### config.mk
export PLATFORM = sky130hd
export DESIGN_NAME = mem_port_arbiter_flat
export DESIGN_NICKNAME = d
export VERILOG_FILES = /design/src/rtl/mem_port_arbiter_if.sv /design/src/rtl/mem_port_arbiter.sv /design/src/flat_wrapper.sv
export SDC_FILE = /design/constraint.sdc
export NUM_CORES = 1
export LEC_CHECK = 0
export CORE_MARGIN = 3
export CORE_UTILIZATION = 31
export CTS_CLUSTER_SIZE = 8
export DETAILED_ROUTE_END_ITERATION = 7
export GPL_ROUTABILITY_DRIVEN = 0
export GPL_TIMING_DRIVEN = 0
export PLACE_DENSITY = 0.77
export SKIP_CTS_REPAIR_TIMING = 1
export SLEW_MARGIN = 10
export SYNTH_ARGS = -nofsm -noshare
export SYNTH_HDL_FRONTEND = slang
export SYNTH_SLANG_ARGS = --single-unit
### constraint.sdc
create_clock -name clk -period 1.4 [get_ports clk]
set_clock_uncertainty 0.15 [all_clocks]
set_input_delay 0.35 -clock clk [delete_from_list [all_inputs] [get_ports clk]]
set_output_delay 0.35 -clock clk [all_outputs]
set_load 0.01 [all_outputs]
### src/rtl/mem_port_arbiter_if.sv
// Request/response bundle for one memory port.
// The requester side drives the strobes and fields; the responder side returns completion and data.
interface mem_port_arbiter_if;
    logic        read;
    logic        write;
    logic [1:0]  wmask;
    logic [15:0] address;
    logic [15:0] wdata;
    logic        resp;
    logic [15:0] rdata;

    modport master (
        output read, write, wmask, address, wdata,
        input  resp, rdata
    );

    modport slave (
        input  read, write, wmask, address, wdata,
        output resp, rdata
    );
endinterface

### src/rtl/mem_port_arbiter.sv
// Two-port arbiter onto one shared memory port.
// Ties alternate between the ports, and every transaction is followed by one idle cycle.
//
// state   | meaning
// --------+--------------------------------------------------
// IDLE    | no transaction; evaluate requests on next edge
// SERVE_A | port A transaction latched and driven to memory
// SERVE_B | port B transaction latched and driven to memory
module mem_port_arbiter (
    input  logic                 clk,
    input  logic                 rst,
    mem_port_arbiter_if.slave    port_a,
    mem_port_arbiter_if.slave    port_b,
    mem_port_arbiter_if.master   mem,
    output logic                 busy
);

    typedef enum logic [1:0] {
        IDLE    = 2'd0,
        SERVE_A = 2'd1,
        SERVE_B = 2'd2
    } state_t;

    localparam logic GRANT_A = 1'b0;
    localparam logic GRANT_B = 1'b1;

    state_t      state;
    logic        last_grant;
    logic        mem_read_q;
    logic        mem_write_q;
    logic [1:0]  lat_wmask;
    logic [15:0] lat_address;
    logic [15:0] lat_wdata;

    logic        req_a;
    logic        req_b;
    logic        pick_b;
    logic        sel_read;
    logic        sel_write;
    logic [1:0]  sel_wmask;
    logic [15:0] sel_address;
    logic [15:0] sel_wdata;

    assign req_a = port_a.read | port_a.write;
    assign req_b = port_b.read | port_b.write;

    // B wins when it is alone, or on a tie when A was granted last.
    always_comb begin
        pick_b      = req_b & (~req_a | (last_grant == GRANT_A));
        sel_read    = port_a.read;
        sel_write   = port_a.write;
        sel_wmask   = port_a.wmask;
        sel_address = port_a.address;
        sel_wdata   = port_a.wdata;
        if (pick_b) begin
            sel_read    = port_b.read;
            sel_write   = port_b.write;
            sel_wmask   = port_b.wmask;
            sel_address = port_b.address;
            sel_wdata   = port_b.wdata;
        end
    end

    always_ff @(posedge clk or posedge rst) begin
        if (rst) begin
            state       <= IDLE;
            last_grant  <= GRANT_A;
            mem_read_q  <= 1'b0;
            mem_write_q <= 1'b0;
            lat_wmask   <= 2'b00;
            lat_address <= 16'h0000;
            lat_wdata   <= 16'h0000;
            busy        <= 1'b0;
        end else begin
            case (state)
                IDLE: begin
                    if (req_a | req_b) begin
                        state       <= pick_b ? SERVE_B : SERVE_A;
                        last_grant  <= pick_b ? GRANT_B : GRANT_A;
                        // A simultaneous read+write is treated as a write.
                        mem_write_q <= sel_write;
                        mem_read_q  <= sel_read & ~sel_write;
                        lat_wmask   <= sel_wmask;
                        lat_address <= sel_address;
                        lat_wdata   <= sel_wdata;
                        busy        <= 1'b1;
                    end
                end
                SERVE_A, SERVE_B: begin
                    if (mem.resp) begin
                        state       <= IDLE;
                        mem_read_q  <= 1'b0;
                        mem_write_q <= 1'b0;
                        busy        <= 1'b0;
                    end
                end
                default: begin
                    state       <= IDLE;
                    mem_read_q  <= 1'b0;
                    mem_write_q <= 1'b0;
                    busy        <= 1'b0;
                end
            endcase
        end
    end

    assign mem.read    = mem_read_q;
    assign mem.write   = mem_write_q;
    assign mem.wmask   = lat_wmask;
    assign mem.address = lat_address;
    assign mem.wdata   = lat_wdata;

    assign port_a.resp  = (state == SERVE_A) & mem.resp;
    assign port_b.resp  = (state == SERVE_B) & mem.resp;
    assign port_a.rdata = mem.rdata;
    assign port_b.rdata = mem.rdata;

endmodule
### src/flat_wrapper.sv
// flat-port wrapper written by rule: the top's interface ports become plain ports
module mem_port_arbiter_flat 
  (clk, rst, busy, port_a_read, port_a_write, port_a_wmask, port_a_address, port_a_wdata, port_a_resp, port_a_rdata, port_b_read, port_b_write, port_b_wmask, port_b_address, port_b_wdata, port_b_resp, port_b_rdata, mem_read, mem_write, mem_wmask, mem_address, mem_wdata, mem_resp, mem_rdata);
  mem_port_arbiter_if port_a_i ();
  mem_port_arbiter_if port_b_i ();
  mem_port_arbiter_if mem_i ();
  input  logic clk;
  input  logic rst;
  output logic busy;
  input wire logic [$bits(port_a_i.read)-1:0] port_a_read;
  input wire logic [$bits(port_a_i.write)-1:0] port_a_write;
  input wire logic [$bits(port_a_i.wmask)-1:0] port_a_wmask;
  input wire logic [$bits(port_a_i.address)-1:0] port_a_address;
  input wire logic [$bits(port_a_i.wdata)-1:0] port_a_wdata;
  output wire logic [$bits(port_a_i.resp)-1:0] port_a_resp;
  output wire logic [$bits(port_a_i.rdata)-1:0] port_a_rdata;
  input wire logic [$bits(port_b_i.read)-1:0] port_b_read;
  input wire logic [$bits(port_b_i.write)-1:0] port_b_write;
  input wire logic [$bits(port_b_i.wmask)-1:0] port_b_wmask;
  input wire logic [$bits(port_b_i.address)-1:0] port_b_address;
  input wire logic [$bits(port_b_i.wdata)-1:0] port_b_wdata;
  output wire logic [$bits(port_b_i.resp)-1:0] port_b_resp;
  output wire logic [$bits(port_b_i.rdata)-1:0] port_b_rdata;
  output wire logic [$bits(mem_i.read)-1:0] mem_read;
  output wire logic [$bits(mem_i.write)-1:0] mem_write;
  output wire logic [$bits(mem_i.wmask)-1:0] mem_wmask;
  output wire logic [$bits(mem_i.address)-1:0] mem_address;
  output wire logic [$bits(mem_i.wdata)-1:0] mem_wdata;
  input wire logic [$bits(mem_i.resp)-1:0] mem_resp;
  input wire logic [$bits(mem_i.rdata)-1:0] mem_rdata;
  assign port_a_i.read = port_a_read;
  assign port_a_i.write = port_a_write;
  assign port_a_i.wmask = port_a_wmask;
  assign port_a_i.address = port_a_address;
  assign port_a_i.wdata = port_a_wdata;
  assign port_a_resp = port_a_i.resp;
  assign port_a_rdata = port_a_i.rdata;
  assign port_b_i.read = port_b_read;
  assign port_b_i.write = port_b_write;
  assign port_b_i.wmask = port_b_wmask;
  assign port_b_i.address = port_b_address;
  assign port_b_i.wdata = port_b_wdata;
  assign port_b_resp = port_b_i.resp;
  assign port_b_rdata = port_b_i.rdata;
  assign mem_read = mem_i.read;
  assign mem_write = mem_i.write;
  assign mem_wmask = mem_i.wmask;
  assign mem_address = mem_i.address;
  assign mem_wdata = mem_i.wdata;
  assign mem_i.resp = mem_resp;
  assign mem_i.rdata = mem_rdata;
  mem_port_arbiter u_core (.clk(clk), .rst(rst), .port_a(port_a_i), .port_b(port_b_i), .mem(mem_i), .busy(busy));
endmodule
==> out/metrics.csv <==
stage,metric,value,unit
cells_and_area,nets,477,
placed_design,dp_slack,-0.783,ns
outcome,outcome,"finished, violations left",
routing,drtIter0Drc,31,
worst_setup_path,path_delay_family,buffers and inverters,
routing,ant_nets,0,
worst_hold_path,whs_path_depth,2,
power,power_density,1620,mW/mm^2
timing,fmax,600,MHz
synth,synth_top_cell_area_share,45.4,%
floorplan,floorplan.initialDensity,32.3,%
worst_setup_path,reg2reg_depth,6,
synth,syn_area_per_cell,10.1,sq um
floorplan,core,0.00683,sq mm
synth,syn-instance-count,219,
synth,ys.warnings.count,0,
timing,final-hold-violation-count,0,
synth,synth_compound_gate_area_share,11.0,%
synth,synth_top_area_cell,dfrtp_1,
worst_setup_path,required,0.90,ns
worst_setup_path,r2r-end,u_core.mem.read$_DFFE_PP0P_,
clocking,cts_tree,yes,
grt,grt_antenna_before_repair,0,
outcome,failed_checks,negative setup slack,
synth,yosys.area_share.adder,1.70,%
timing,fin_crit_sh,119,%
worst_setup_path,startpoint_type,input pin,
worst_setup_path,cp_data_arrival_time,1.17,ns
placed_design,placed_area,0.00380,sq mm
cells_and_area,finalNonFillerCells,480,
routing,avgRoutedWirePerCell,13.7,um
synth,syn_nets,313,
job,max_cap_violations,0,
timing,setup_viol,42,
worst_setup_path,r2r-start,u_core.state[0]$_DFFE_PP0P_,
worst_setup_path,path_class,in2out,
clocking,clock_sinks,40,
synth,synth.top_cells.by_area,"dfrtp_1 (45%), mux2i_1 (15%), buf_4 (13%), o21ai_1 (7.9%), nand2_1 (6.5%)",
grt,grt_max_degree,41,
clocking,clk_pin_slew_worst_paths,0.08,ns
grt,grt_pass1_vias,2137,
routing,num_vias,2092,
synth,yosys.area_share.simple,9.76,%
power,peakVddDrop,0.580,mV
worst_setup_path,critPathMaxFanout,3,
synth,ys_seq_area_share,45.4,%
grt,globalRoute.totalOverflow,0,
clocking,root_buffer,clkbuf_8,
worst_setup_path,cp_num_buf_inv,2,
floorplan,die_w,90.3,um
synth,synth_xor_xnor_area_share,0,%
worst_hold_path,hold_class,reg2reg,
synth,synth.distinct_cells,20,
clocking,insertion_delay,0.28,ns
cells_and_area,diodes,0,
grt,grt_pass1_wl,10300,um
synth,syn_area,0.00220,sq mm
worst_setup_path,endpoint_kind,output pin,
cells_and_area,fin_area,0.00424,sq mm
cells_and_area,drive_above_1_share,21.6,%
grt,grt.total_usage,15.4,%
synth,ys_seq_elements,40,
timing,slew_headroom,42.8,%
worst_setup_path,r2r_setup_slack,-0.18,ns
floorplan,die-area,0.00816,sq mm
floorplan,rows,30,
clocking,cts_buffers,5,
timing,timing.final.crit_period,1.67,ns
timing,final_max_slew_viol_count,0,
placed_design,portBuffers,145,
synth,synth_top_family_by_area,buffers and inverters,
routing,dr.pass1.iters,4,
worst_setup_path,critPathMaxStageDelay,0.55,ns
worst_hold_path,min_from,u_core.mem.wdata[2]$_DFFE_PP0P_,
timing,tightest_slew,0.856,ns
floorplan,io_pins,162,
power,leakage,2.52,nW
floorplan,dieHeight,90.3,um
timing,rsz0062_at_grt,yes,
timing,worst_slack,-0.266,ns
routing,routed_wl,6580,um
clocking,htree_num_levels,2,
synth,synthMuxAreaShare,15.4,%
worst_setup_path,worstPathCellList,"clkdlybuf4s50_1, and2_1, clkbuf_2",
clocking,cts_buffer_depth,2,
cells_and_area,syn2layout_area_growth,92.2,%
routing,drc,0,
timing,hold_slack,0.332,ns
worst_setup_path,worst_path_max_delay_cell,clkdlybuf4s50_1,
placed_design,dp_hpwl,5010,um
worst_hold_path,min_to,u_core.mem.wdata[2]$_DFFE_PP0P_,
placed_design,dp_cells,460,
routing,viasPerCell,4.36,
[worst reg2reg max path, stage by stage (launching register included)]
cell     delay [ns]
dfrtp_1        0.37
inv_2          0.05
buf_4          0.13
ha_4           0.25
nor2b_4        0.21
nor2_4         0.08
a31o_2         0.24
[sequential cells by signal, summed over array words and instances, names as in the netlist]
signal              cells
u_core.state            2
u_core.mem.write        1
u_core.mem.wmask        2
u_core.mem.read         1
u_core.busy             1
u_core.last_grant       1
u_core.mem.wdata       16
u_core.mem.address     16
[per-layer routing]
metal / share of wire [%] / vias up / GRT usage [%]
met2: 50 / 99 / 26.3
met3: 9.1 / 2 / 6.25
met1: 40 / 960 / 18.3
li1: - / 1031 / -
met5: 0 / - / 0
met4: 0.29 / 0 / 2.68
[cells in the mapped netlist, drive strengths merged]
cell and instances:
a21oi 3, a31o 2, and2 2, and3 1
buf 44, dfrtp 40, ha 3, inv 4
mux2i 34, nand2 38, nand2b 2, nand3 2
nor2 1, nor2b 1, nor4 1, o21ai 39
o22a 1, o22ai 1
[area by class of cell]
class / instances / area [sq um]
Buffer: 44 / 402
Clock buffer: 8 / 90.1
Fill cell: 579 / 2590
Inverter: 4 / 18.8
Multi-Input combinational cell: 131 / 901
Sequential cell: 40 / 1000
Tap cell: 96 / 120
Timing Repair Buffer: 157 / 1700
[stage by stage]
step / util, % / setup TNS [ns] / total power [mW]
2_1_floorplan: - / -0.952 / 4.05
3_3_place_gp: 55.7 / -34.90 / 5.82
3_5_place_dp: 55.7 / -38.04 / 5.93
4_1_cts: 57.0 / -29.60 / 6.73
5_1_grt: 62.0 / -7.31 / 7.38
6_report: 62.0 / -3.72 / 6.84
[layout by cell type, fill, tap and decap left out, types with 2 or more instances in the layout]
| cell | Yosys | final |
|---|---|---|
| mux2i_2 | 0 | 3 |
| clkdlybuf4s50_1 | 0 | 70 |
| nand3_1 | 2 | 2 |
| dfrtp_1 | 40 | 40 |
| clkbuf_8 | 0 | 6 |
| nand2_1 | 38 | 37 |
| dlymetal6s2s_1 | 0 | 72 |
| o21ai_2 | 0 | 2 |
| o21ai_1 | 35 | 37 |
| a31o_2 | 2 | 2 |
| inv_2 | 0 | 2 |
| buf_12 | 0 | 3 |
| buf_4 | 38 | 43 |
| clkbuf_1 | 0 | 2 |
| clkbuf_2 | 0 | 2 |
| buf_2 | 0 | 2 |
| buf_6 | 6 | 9 |
| mux2i_1 | 34 | 31 |
| a21oi_1 | 3 | 3 |
| and2_1 | 2 | 2 |
[power by group]
| part | leakage (nW) | switching (mW) | internal, mW |
|---|---|---|---|
| clock | 0.0455 | 0.384 | 0.402 |
| combinational | 1.99 | 1.81 | 2.23 |
| sequential | 0.488 | 0.281 | 1.74 |
[logic make-up (layout without fill, tap and decap cells)]
family / Yosys count / count (layout)
adders and majority gates: 3 / 3
AOI/OAI and AO/OA: 46 / 46
and+or+nand+nor: 48 / 48
muxes: 34 / 34
buffers and inverters: 48 / 213
DFF: 40 / 40
[worst max-delay path by stage]
stage | start | end | slack, ns | depth (start not counted)
floorplan | port_a_read | u_core.last_grant$_DFFE_PP0P_ | -0.04 | 5
global placement | port_a_write | u_core.mem.wdata[1]$_DFFE_PP0P_ | -0.74 | 7
detailed placement | port_a_write | u_core.mem.wdata[1]$_DFFE_PP0P_ | -0.78 | 7
CTS | u_core.state[1]$_DFFE_PP0P_ | port_a_resp | -0.68 | 4
global route | u_core.state[0]$_DFFE_PP0P_ | port_b_resp | -0.32 | 4
finish | mem_resp | port_b_resp | -0.27 | 3
No activity file was read; power rests on OpenSTA's default activity.
